### config.mk
export PLATFORM = sky130hd
export DESIGN_NAME = microsequencer_flat
export DESIGN_NICKNAME = d
export VERILOG_FILES = /design/src/rtl/mcu_pkg.sv /design/src/rtl/microsequencer_if.sv /design/src/rtl/useq_next_sel.sv /design/src/rtl/microsequencer.sv /design/src/flat_wrapper.sv
export SDC_FILE = /design/constraint.sdc
export NUM_CORES = 1
export LEC_CHECK = 0
export CAP_MARGIN = 0
export CORE_MARGIN = 2
export CORE_UTILIZATION = 45
export DETAILED_ROUTE_END_ITERATION = 10
export GPL_TIMING_DRIVEN = 0
export PLACE_DENSITY = 0.87
export SLEW_MARGIN = 20
export SYNTH_ARGS = -nofsm -noshare
export SYNTH_HDL_FRONTEND = slang
export SYNTH_SLANG_ARGS = --single-unit
### constraint.sdc
create_clock -name clk -period 4.2 [get_ports clk]
set_input_delay 1.05 -clock clk [delete_from_list [all_inputs] [get_ports clk]]
set_output_delay 1.05 -clock clk [all_outputs]
set_load 0.005 [all_outputs]
### src/rtl/mcu_pkg.sv
// Shared definitions for the microprogrammed MIPS control unit: uPC width,
// fixed micro-states and next-address policy encodings.
package mcu_pkg;

  localparam int STATE_W = 5;

  localparam logic [STATE_W-1:0] FETCH_STATE = 5'd0;
  localparam logic [STATE_W-1:0] TRAP_STATE  = 5'd31;

  typedef enum logic [1:0] {
    ACTL_FETCH = 2'b00,
    ACTL_DT1   = 2'b01,
    ACTL_DT2   = 2'b10,
    ACTL_SEQ   = 2'b11
  } actl_e;

  // A microword that waits on the multiply/divide unit holds while it is busy.
  function automatic logic stall_req(input logic ctl_wait, input logic mdu_busy);
    return ctl_wait & mdu_busy;
  endfunction

endpackage

### src/rtl/microsequencer_if.sv
// Microword / dispatch inputs and uPC status outputs of the microsequencer.
// master drives the microword and dispatch results, slave is the sequencer.
interface microsequencer_if #(
  parameter int STATE_W = mcu_pkg::STATE_W
);

  logic [1:0]         addr_ctl;
  logic               ctl_wait;
  logic               mdu_busy;
  logic [STATE_W-1:0] next_state_DT1;
  logic               dt1_valid;
  logic [STATE_W-1:0] next_state_DT2;
  logic               dt2_valid;

  logic [STATE_W-1:0] state;
  logic               state_entry;
  logic               illegal;
  logic [15:0]        instr_count;

  modport master (
    output addr_ctl,
    output ctl_wait,
    output mdu_busy,
    output next_state_DT1,
    output dt1_valid,
    output next_state_DT2,
    output dt2_valid,
    input  state,
    input  state_entry,
    input  illegal,
    input  instr_count
  );

  modport slave (
    input  addr_ctl,
    input  ctl_wait,
    input  mdu_busy,
    input  next_state_DT1,
    input  dt1_valid,
    input  next_state_DT2,
    input  dt2_valid,
    output state,
    output state_entry,
    output illegal,
    output instr_count
  );

endinterface

### src/rtl/useq_next_sel.sv
// Next-address mux of the microsequencer: picks the candidate micro-state from
// addr_ctl and swaps unrecognised dispatches for the trap state.
module useq_next_sel
  import mcu_pkg::*;
#(
  parameter int                 STATE_W     = mcu_pkg::STATE_W,
  parameter logic [STATE_W-1:0] FETCH_STATE = mcu_pkg::FETCH_STATE,
  parameter logic [STATE_W-1:0] TRAP_STATE  = mcu_pkg::TRAP_STATE
) (
  input  logic [STATE_W-1:0] state,
  input  logic [1:0]         addr_ctl,
  input  logic [STATE_W-1:0] next_state_DT1,
  input  logic               dt1_valid,
  input  logic [STATE_W-1:0] next_state_DT2,
  input  logic               dt2_valid,
  output logic [STATE_W-1:0] next_state,
  output logic               fetch_sel
);

  localparam logic [STATE_W-1:0] ONE = {{(STATE_W-1){1'b0}}, 1'b1};

  always_comb begin
    next_state = FETCH_STATE;
    fetch_sel  = 1'b0;
    case (actl_e'(addr_ctl))
      ACTL_FETCH: begin
        next_state = FETCH_STATE;
        fetch_sel  = 1'b1;
      end
      // Dispatch data is only trusted when the table recognised the opcode.
      ACTL_DT1: next_state = dt1_valid ? next_state_DT1 : TRAP_STATE;
      ACTL_DT2: next_state = dt2_valid ? next_state_DT2 : TRAP_STATE;
      ACTL_SEQ: next_state = state + ONE;
      default:  next_state = FETCH_STATE;
    endcase
  end

endmodule

### src/rtl/microsequencer.sv
// Microprogram sequencer: owns the uPC, holds on MDU stalls and in the trap
// state, and tracks state entry, illegal-instruction and retired-instruction status.
module microsequencer
  import mcu_pkg::*;
#(
  parameter int                 STATE_W     = mcu_pkg::STATE_W,
  parameter logic [STATE_W-1:0] FETCH_STATE = mcu_pkg::FETCH_STATE,
  parameter logic [STATE_W-1:0] TRAP_STATE  = mcu_pkg::TRAP_STATE
) (
  input  logic clk,
  input  logic reset,
  microsequencer_if.slave bus
);

  logic [STATE_W-1:0] state_q;
  logic               entry_q;
  logic               illegal_q;
  logic [15:0]        count_q;

  logic [STATE_W-1:0] sel_state;
  logic               fetch_sel;
  logic               trapped;
  logic               stalled;
  logic               hold;

  useq_next_sel #(
    .STATE_W     (STATE_W),
    .FETCH_STATE (FETCH_STATE),
    .TRAP_STATE  (TRAP_STATE)
  ) u_next_sel (
    .state          (state_q),
    .addr_ctl       (bus.addr_ctl),
    .next_state_DT1 (bus.next_state_DT1),
    .dt1_valid      (bus.dt1_valid),
    .next_state_DT2 (bus.next_state_DT2),
    .dt2_valid      (bus.dt2_valid),
    .next_state     (sel_state),
    .fetch_sel      (fetch_sel)
  );

  // The trap only leaves through reset, and takes priority over a stall.
  assign trapped = (state_q == TRAP_STATE);
  assign stalled = stall_req(bus.ctl_wait, bus.mdu_busy);
  assign hold    = trapped | stalled;

  always_ff @(posedge clk) begin
    if (reset) begin
      state_q   <= FETCH_STATE;
      entry_q   <= 1'b1;
      illegal_q <= 1'b0;
      count_q   <= 16'd0;
    end else if (hold) begin
      entry_q <= 1'b0;
    end else begin
      state_q <= sel_state;
      entry_q <= 1'b1;
      if (sel_state == TRAP_STATE) begin
        illegal_q <= 1'b1;
      end
      if (fetch_sel) begin
        count_q <= count_q + 16'd1;
      end
    end
  end

  assign bus.state       = state_q;
  assign bus.state_entry = entry_q;
  assign bus.illegal     = illegal_q;
  assign bus.instr_count = count_q;

  a_trap_flags_illegal : assert property (
    @(posedge clk) disable iff (reset) (state_q == TRAP_STATE) |-> illegal_q
  );

endmodule

### src/flat_wrapper.sv
// flat-port wrapper written by rule: the top's interface ports become plain ports
module microsequencer_flat import mcu_pkg::*;
#(
  parameter int                 STATE_W     = mcu_pkg::STATE_W,
  parameter logic [STATE_W-1:0] FETCH_STATE = mcu_pkg::FETCH_STATE,
  parameter logic [STATE_W-1:0] TRAP_STATE  = mcu_pkg::TRAP_STATE
)
  (clk, reset, bus_addr_ctl, bus_ctl_wait, bus_mdu_busy, bus_next_state_DT1, bus_dt1_valid, bus_next_state_DT2, bus_dt2_valid, bus_state, bus_state_entry, bus_illegal, bus_instr_count);
  microsequencer_if #(.STATE_W(STATE_W)) bus_i ();
  input  logic clk;
  input  logic reset;
  input wire logic [$bits(bus_i.addr_ctl)-1:0] bus_addr_ctl;
  input wire logic [$bits(bus_i.ctl_wait)-1:0] bus_ctl_wait;
  input wire logic [$bits(bus_i.mdu_busy)-1:0] bus_mdu_busy;
  input wire logic [$bits(bus_i.next_state_DT1)-1:0] bus_next_state_DT1;
  input wire logic [$bits(bus_i.dt1_valid)-1:0] bus_dt1_valid;
  input wire logic [$bits(bus_i.next_state_DT2)-1:0] bus_next_state_DT2;
  input wire logic [$bits(bus_i.dt2_valid)-1:0] bus_dt2_valid;
  output wire logic [$bits(bus_i.state)-1:0] bus_state;
  output wire logic [$bits(bus_i.state_entry)-1:0] bus_state_entry;
  output wire logic [$bits(bus_i.illegal)-1:0] bus_illegal;
  output wire logic [$bits(bus_i.instr_count)-1:0] bus_instr_count;
  assign bus_i.addr_ctl = bus_addr_ctl;
  assign bus_i.ctl_wait = bus_ctl_wait;
  assign bus_i.mdu_busy = bus_mdu_busy;
  assign bus_i.next_state_DT1 = bus_next_state_DT1;
  assign bus_i.dt1_valid = bus_dt1_valid;
  assign bus_i.next_state_DT2 = bus_next_state_DT2;
  assign bus_i.dt2_valid = bus_dt2_valid;
  assign bus_state = bus_i.state;
  assign bus_state_entry = bus_i.state_entry;
  assign bus_illegal = bus_i.illegal;
  assign bus_instr_count = bus_i.instr_count;
  microsequencer #(.STATE_W(STATE_W), .FETCH_STATE(FETCH_STATE), .TRAP_STATE(TRAP_STATE)) u_core (.clk(clk), .reset(reset), .bus(bus_i));
endmodule
* Word-level counts from Yosys, hierarchy flattened
Cells that the tools add are included.
Cells by class: reductions and logical operators 3, $add $sub $neg 2, multiplexer cells 5, eq/ne operators 5, bitwise operators 3
Operators by type and width (number):
- $pmux W5 S4 | 1
- $add A16 B1 Y16 const B | 1
- $eq A5 B5 Y1 const B | 2
- $mux W5 | 2
- $add A5 B1 Y5 const B | 1
- $eq A2 B2 Y1 const B | 2
- $reduce_and A2 Y1 | 2
- $eq A2 B1 Y1 const B | 1
- $logic_not A2 Y1 | 1
- $mux W1 | 2
- $and A1 B1 Y1 | 1
- $not A1 Y1 | 1
- $or A1 B1 Y1 | 1
Word-level totals: register bits after elaboration 23, logic and storage cells 22, output and inout port bits 23

* Logic depth before layout (Yosys ltp)
Gate-level depths: netlist of the first run.
word-level depth 4, gate-level depth with buffers 7

* Cells and area by module
Synthesis of the first run repeated with hierarchy kept, for this count alone.
Unflattened totals: cells, all modules 153, area, all modules 1267.5 sq um
By module, submodules not included:
- microsequencer | area an instance 1088.5 sq um, instances 1, cells an instance 123
- useq_next_sel | area an instance 178.9 sq um, instances 1, cells an instance 30

* Least setup slack after synthesis of the first run
Ideal clock, no wire load.
path kind input -> register, start point input bus_ctl_wait, end point register u_core.count_q[15], in the netlist u_core.bus.instr_count[15], required time 4079 ps, arrival 2354 ps, path buffers 0, cell stages on the path 4, slack 1725 ps, cells stage by stage a2111oi_4 -> nand3_4 -> nor4_2 -> mux2_2
On the way: cells in the longest elaborated chain, start to end 4
RTL lines:
- from (decl) | line flat_wrapper.sv:13 | input wire logic [$bits(bus_i.ctl_wait)-1:0] bus_ctl_wait;
- $and A1 B1 Y1 | line mcu_pkg.sv:19 | return ctl_wait & mdu_busy;
- $or A1 B1 Y1 | line microsequencer.sv:44 | assign hold = trapped | stalled;
- $not A1 Y1 (no line)
- $reduce_and A2 Y1 (no line)
- to (signal assigned) | line microsequencer.sv:61 | count_q <= count_q + 16'd1;
- to (decl) | line microsequencer.sv:18 | logic [15:0] count_q;
No other way between the ends. A chain may end at the register's enable or synchronous reset.

* Worst setup path in the final report of the first run
Ends and elaborated chain as after synthesis.

==> impl_metrics.ini, run 1 <==
[run_status]
status = complete, no violations

[place]
finalWeightedCongestion = 0.822
numPortBuffers = 39
place_hpwl_um = 2330
pre_cts_ws_ns = 0.971

[cts]
postCtsSetupBuffers = 0
holdBufCountCts = 0
ctsResizeCount = 0
insertion_delay_ns = 0.31
clock-root-buffer = clkbuf_4
numCtsBuffers = 3
cts.sinks = 23
clk_pin_slew_ns = 0.12
cts.path.max_buffers = 2
h-tree-depth = 1
cts_tree = done

[flow_run]
maxCapViolations = 0

[synthesis]
ys.flop_type = dfxtp_1
synth_cell_types = 45
synth_area_leaders = dfxtp_1, nand2b_1, nor2_1
syn_nets = 162
async_reset_ff_share_pct = 0
synth-edff-count = 0
syn-cell-area_mm2 = 0.00128
synth_area_per_cell_um2 = 9.10
synth_top_area_share_pct = 35.9
yosysWarnings = 0
yosysTopAreaCell = dfxtp_1
synthCells = 141
yosysSeqAreaShare_pct = 35.9
ys_seq_elements = 23

[global_routing]
grt_pass1_vias = 1184
antenna_found_initial = 0
grt_use_total_pct = 19.4
grt_max_degree = 13
grt_overflow = 0
grt_pass1_wl_um = 5180

[layout]
most-common-layout-cells = clkdlybuf4s50_1, dfxtp_1, nor2_1
seq_area_um2 = 460
final_common_cell = clkdlybuf4s50_1
area_growth_pct = 35.5
diodes = 0
multi_input_area_um2 = 781
nNetsFinal = 206
drive_gt1_share_pct = 10.3
fill_cells = 229

[detailed_routing]
vias = 1218
wl_per_cell_um = 13.7
drt-total-wl_um = 2940
drt-initial-drc-count = 55
first_pass_iters = 4
avgViaCountPerCell = 5.67
ant_nets = 0
drc = 0

[pwr]
power.share.sequential_pct = 57.3
power.leakage_nw = 0.605
switching_share_pct = 25.1
comb_power_share_pct = 16.7
power_density_mw_per_mm2 = 231
clockPowerShare_pct = 26.0
cellInternalPower_mw = 0.301
p_total_mw = 0.402
vdd_drop_max_uv = 160
netSwitchingPower_mw = 0.101

[die]
core_area_mm2 = 0.00273
dieArea_mm2 = 0.00329
rows = 19
die_y_um = 57.4
die_x_um = 57.4
pin_count = 41
initial_core_util_pct = 46.9

[sta]
setup_violations = 0
skew_ns = 0.00783
fin_ws_ns = 1.30
rsz0062_at_grt = no
tns_ns = 0
worst_slew_pin_slew_ns = 0.608
finalHoldViolCount = 0
finalCritPeriodShare_pct = 69.1
drv_slew = 0
maxSlewHeadroom_pct = 59.4
min_period_ns = 2.90
clock.fmax_mhz = 344

[setup_path]
critPathRequiredTime_ns = 4.41
end_kind = register
cp-start-kind = input pin
cp_data_arrival_time_ns = 3.11
crit_type = input pin to register
worst-path-max-fanout = 7

[min_path]
hp-class = register to register
==> synthesized netlist by cell type (2+ instances only) <==
cell type  instances
nor2_1            15
dfxtp_1           23
nand3_1            4
nor3_1             2
or3b_2             3
ha_1               3
or3_1              2
nand4_1            6
a21oi_1            5
o21ai_0            4
xnor2_1            5
a32oi_1            3
and3_1             2
or2b_1             2
or4_1              3
xor2_1             5
nand2b_1          10
and2_1             4
nand2_1            8
and2b_1            2
nor4_2             2
inv_1              2
a211oi_1           4
==> area by class of cell <==
cell class              count  area share [%]
clock buffers               4            1.51
inverters                   2           0.432
well taps                  31            2.23
plain buffers               4            1.94
repair buffers             39            22.5
flip-flops and latches     23            26.5
multi-input cells         112            44.9
==> power groups by stage <==
stage                     combinational, mW  clock [mW]  sequential, mW
after global placement               0.0653           0           0.235
after global routing                 0.0742       0.113           0.231
after detailed placement             0.0670           0           0.235
after CTS                            0.0673       0.105           0.230
after floorplan                      0.0311           0           0.234
final                                0.0671       0.104           0.230
==> critical path, stage by stage <==
cell and delay [ns]:
clkdlybuf4s50_1 0.51, a2111oi_4 0.67, nand3_4 0.18, nor4_2 0.34, mux2_2 0.36
==> path summary, 6_finish.rpt <==
check,from,endpoint,slack (ns),depth (start not counted)
worst max-delay path,bus_ctl_wait,u_core.bus.instr_count[15],1.30,5
worst min-delay path,u_core.bus.illegal,u_core.bus.illegal,0.48,2
worst max register to register,u_core.bus.state[0],u_core.bus.instr_count[15],1.54,7
worst min register to register,u_core.bus.illegal,u_core.bus.illegal,0.48,2
==> flip-flops by register name, indices dropped and copies added, names as in the netlist <==
register                flops
u_core.bus.instr_count     16
u_core.bus.state            5
u_core.bus.illegal          1
u_core.bus.state_entry      1
==> layer usage <==
metal | GRT usage (%) | share of wire, % | vias to the layer above
met5 | 0 | 0 | -
li1 | - | - | 604
met1 | 23.2 | 44 | 571
met4 | 8.31 | 0.92 | 0
met3 | 2.27 | 4.1 | 2
met2 | 34.7 | 51 | 41
==> kinds of logic after synthesis <==
kind of cell | Yosys count | share of synthesized area (%)
adders and majority gates | 3 | 2.93
muxes | 1 | 0.878
DFF | 23 | 35.9
AOI/OAI and AO/OA | 25 | 15.3
and+or+nand+nor | 73 | 34.9
xor gates and xnor gates | 10 | 6.83
buffers and inverters | 6 | 3.22
==> metrics by stage <==
step,hold WS [ns],area [um^2],cells,util [%]
final,0.480,1740,215,63.6
after detailed placement,0.470,1710,211,62.6
after global routing,0.505,1740,215,63.6
after CTS,0.486,1740,215,63.6
after global placement,0.464,1710,211,62.6
after floorplan,0.465,1280,141,-
No activity file was read; power rests on OpenSTA's default activity.
==> run 2, diff against run 1 <==
- clock period: 4.2 -> 2.8 ns (I/O delays scaled with it)
==> results of run 2 <==
The final DEF is identical to that of run 1. Status: complete, no violations.
Main changes from that run: setup slack after placement 0.971 ns -> -0.0791 ns; setup slack after layout 1.30 ns -> 0.142 ns; start point of the critical path bus_ctl_wait -> u_core.bus.state[0]; register-to-register setup slack 1.54 ns -> 0.14 ns; total power 0.402 mW -> 0.602 mW; worst IR drop on VDD 160 uV -> 241 uV
==> variant 1 (config.mk and constraints of run 2) <==
Reset style: asynchronous (`reset`), changed in one clocked block.
--- a/src/rtl/microsequencer.sv
+++ b/src/rtl/microsequencer.sv
@@ -45,3 +45,3 @@
 
-  always_ff @(posedge clk) begin
+  always_ff @(posedge clk or posedge reset) begin
     if (reset) begin
Behaviour: differs if reset is asserted again (counterexample within 4 cycles, from zero or initial values and one cycle with reset high); with reset held inactive, the same outputs for 10 cycles.
==> variant 1 against run 2 <==
  * Synthesized cell count decreased by 17%
  * Wire length decreased by 9.9%
  * Sequential cell count unchanged
  * Utilization decreased by 0.089 points
  * Clock skew decreased by 0.00081 ns
  * Via count decreased by 17%
  * Global-route usage decreased by 1.1 points
  * Cell area decreased by 1.0%
  * Die area decreased by 1.3%
  * Setup slack improved by 0.19 ns
  * Synthesized area decreased by 1.4%
Power is not compared: it rests on default switching activity, and its combinational part moved more than twofold at a synthesized area within 25%.
==> variant 1: results (changes against run 2) <==
[outcome]
status=finished clean

[timing]
final.setup_skew_ns=0.00702  ; -0.000806 ns
holdWs_ns=0.476  ; -0.00390 ns
maxSlewHeadroom_pct=46.0  ; -13 points
fmax_mhz=405  ; +7.6%

[layout]
fillers=237  ; +3.5%
drive_gt1_share_pct=9.38  ; -0.95 points
nNetsFinal=182  ; -12%

[logic_synthesis]
synth.area.mux_share_pct=0.890  ; +0.012 points
synth_xor_xnor_area_share_pct=12.4  ; +5.5 points
synth_area_leaders=dfrtp_1 44%, xnor2_1 8.3%, nand2b_1 4.0%
syn_inst=117  ; -17%
synth_common_cells=22 x dfrtp_1, 12 x xnor2_1, 8 x nand2b_1, 8 x nor2_1, 7 x a21oi_1
async_reset_ff_share_pct=100  ; +100 points
synth_nets=138  ; -15%
synth_fa_ha_area_share_pct=2.97  ; +0.041 points
synth_top_area_share_pct=43.5  ; +7.6 points
yosysUniqueCellTypes=35  ; -22%
ys_seq_area_share_pct=45.6  ; +9.7 points
synth_compound_area_share_pct=11.8  ; -3.5 points

[cts]
post_cts_resized=0  ; unchanged
clkSlewWorstSetupHoldPaths_ns=0.12  ; about the same
clk_latency_ns=0.29  ; -0.02 ns
cts_setup_buffers=0  ; unchanged

[global_route]
use_met2_pct=30.2  ; -4.5 points
grt_pass1_vias=1081  ; -8.7%
grt_pass1_wl_um=4850  ; -6.4%
grt_max_degree=24  ; +11
antenna_found_initial=0  ; unchanged
use_met3_pct=4.31  ; +2.0 points
grtUsageMet1_pct=24.6  ; +1.4 points
grt_usage_pct=18.4  ; -1.1 points

[routing]
highest_layer=met4
wl_per_cell_um=13.9  ; +1.5%
drtIter0Drc=41  ; -25%
via_per_inst=5.32  ; -6.0%
vias=1017  ; -17%
route.met3.wl_um=202  ; +67%
wl_met2_um=1210  ; -20%
wl_met1_um=1210  ; -5.3%

[worst_setup_path]
arrival_ns=2.66  ; -0.21 ns
r2r_slack_ns=0.33  ; +0.19 ns
cpPeakStageDelay_ns=0.57  ; -0.06 ns
cp_max_fo=9  ; +2
worst_path_dominant_cell_family=simple AND/OR/NAND/NOR gates

[placement]
dp_cells=187  ; -11%
placed_cell_area_um2=1690  ; -1.0%
pre_cts_slack_ns=0.244  ; +0.323 ns
gp_congestion=0.821  ; -0.13%
io_buffers=39  ; unchanged
hpwl_um=2090  ; -10%

[worst_hold_path]
min-delay-path-class=register to register

[power]
p_total_uw=867
p_per_area_nw_per_um2=504
p_seq_uw=458
leakage_nw=0.727

## variant 1: path summary, 6_finish.rpt
path,from,end,cells after the start
hold reg to reg,u_core.bus.illegal$_DFFE_PP0P_,u_core.bus.illegal$_DFFE_PP0P_,2
min in group asynchronous,reset,u_core.bus.state[1]$_DFFE_PP0P_,2
setup reg to reg,u_core.bus.state[0]$_DFFE_PP0P_,u_core.bus.instr_count[12]$_DFFE_PP0P_,8
hold / removal,u_core.bus.illegal$_DFFE_PP0P_,u_core.bus.illegal$_DFFE_PP0P_,2
setup / recovery,u_core.bus.state[0]$_DFFE_PP0P_,u_core.bus.instr_count[12]$_DFFE_PP0P_,8
max in group asynchronous,reset,u_core.bus.instr_count[1]$_DFFE_PP0P_,2
## variant 1: layout make-up
class | instances | share of cell area, %
Buffer | 4 | 1.75
Clock buffer | 4 | 1.53
Inverter | 3 | 0.655
Multi-Input combinational cell | 87 | 37.6
Sequential cell | 23 | 33.5
Tap cell | 31 | 2.25
Timing Repair Buffer | 39 | 22.7
==> variant 2 (flow settings as in run 2) <==
Without the edit above. Set the package constant `STATE_W` to 10 (it was 5).
--- a/src/rtl/mcu_pkg.sv
+++ b/src/rtl/mcu_pkg.sv
@@ -4,3 +4,3 @@
 
-  localparam int STATE_W = 5;
+  localparam int STATE_W = 10;
 
Ports: changed (resized bus_next_state_DT1, bus_next_state_DT2 and bus_state); port bits go from 41 to 56. The function was not compared with the original's and may differ.
==> variant 2 against run 2 <==
  * Clock skew shrank 0.0050 ns
  * Via count is 50% higher
  * Non-clock buffer count grew 23
  * Register-to-register slack improved by 0.51 ns
  * Wire length rose by 54%
  * Setup slack gained 0.19 ns
  * Sequential share of layout area fell by 3.8 points
  * Total power is 56% higher
  * Sequential cell count is 5 higher
  * Cell area is 42% higher
  * Synthesized area rose by 41%
  * Critical endpoint is now u_core.bus.illegal$_SDFFE_PP0P_
==> variant 2: results (changes against run 2) <==
[power]
max-vdd-ir-drop_v=0.000224  ; -7.1%

[routing]
via_per_inst=5.67  ; +0.10%
wl_met2_um=2170  ; +43%
vias=1826  ; +50%
wl_met1_um=2080  ; +62%
drtIter0Drc=91  ; +65%
wl_per_cell_um=14.1  ; +3.0%

[logic_synthesis]
yosysUniqueCellTypes=52  ; +16%
synth_fa_ha_area_share_pct=1.39  ; -1.5 points
synth_common_cells=28 x dfxtp_1, 22 x nor2_1, 16 x nand3_1
synth_nets=245  ; +51%
synth_area_leaders=dfxtp_1 31%, xor2_1 5.3%, nor2_1 4.6%
synth.area.mux_share_pct=1.80  ; +0.93 points

[worst_setup_path]
cp_max_fo=10  ; +3
cp_slowest_cell=clkdlybuf4s50_1
worst_path_dominant_cell_family=buffers and inverters
arrival_ns=2.65  ; -0.22 ns

[placement]
hpwl_um=3430  ; +47%
io_buffers=53  ; +36%
pre_cts_slack_ns=0.0703  ; +0.149 ns
dp_cells=318  ; +51%

[global_route]
grt_pass1_wl_um=7450  ; +44%
use_met2_pct=36.3  ; +1.5 points

[cts]
clkSlewWorstSetupHoldPaths_ns=0.10  ; -0.02 ns
clk_latency_ns=0.28  ; -0.03 ns

[outcome]
status=finished clean

[layout]
fillers=324  ; +41%
nNetsFinal=303  ; +47%

[timing]
final.setup_skew_ns=0.00279  ; -0.00504 ns
worst_pin_slew_ns=0.486  ; -0.123 ns

-- variant 2: cell types whose count changed after synthesis, sizes merged, moves of 5 or more --
cell / delta
nand3: +11
buf: +9
nand4: +6
nor2: +6
nor3: +6
xor2: +6
dfxtp: +5
o211ai: +5
-- variant 2: final timing paths --
kind | to | slack, ns | from | cells past startpoint
hold reg to reg | u_core.bus.illegal$_SDFFE_PP0P_ | 0.47 | u_core.bus.illegal$_SDFFE_PP0P_ | 2
hold / removal | u_core.bus.illegal$_SDFFE_PP0P_ | 0.47 | u_core.bus.illegal$_SDFFE_PP0P_ | 2
setup reg to reg | u_core.bus.state[6]$_SDFFE_PP0P_ | 0.65 | u_core.bus.state[0]$_SDFFE_PP0P_ | 5
setup / recovery | u_core.bus.illegal$_SDFFE_PP0P_ | 0.33 | bus_addr_ctl[1] | 7
-- variant 2: power breakdown --
| part | switching, mW | leakage (nW) | internal [mW] | total, mW |
|---|---|---|---|---|
| clock | 0.130 | 0.0357 | 0.192 | 0.321 |
| sequential | 0.0210 | 0.228 | 0.411 | 0.432 |
| combinational | 0.0815 | 0.634 | 0.103 | 0.185 |
| total | 0.232 | 0.898 | 0.705 | 0.938 |
-- variant 2: final cells by class --
class	count	area (um^2)	share of cell area, %
clock buffers	3	41.3	1.67
repair buffers	53	531	21.5
multi-input cells	170	1130	45.8
well taps	50	62.6	2.53
flip-flops and latches	28	561	22.7
inverters	4	15.0	0.608
plain buffers	13	97.6	3.95
clock inverters	1	30.0	1.22
-- variant 2: through the flow --
step,utilization (%),cell area [um^2]
6_report,62.6,2470
3_5_place_dp,60.8,2400
2_1_floorplan,-,1800
5_1_grt,62.6,2470
4_1_cts,62.6,2470
3_3_place_gp,60.8,2400
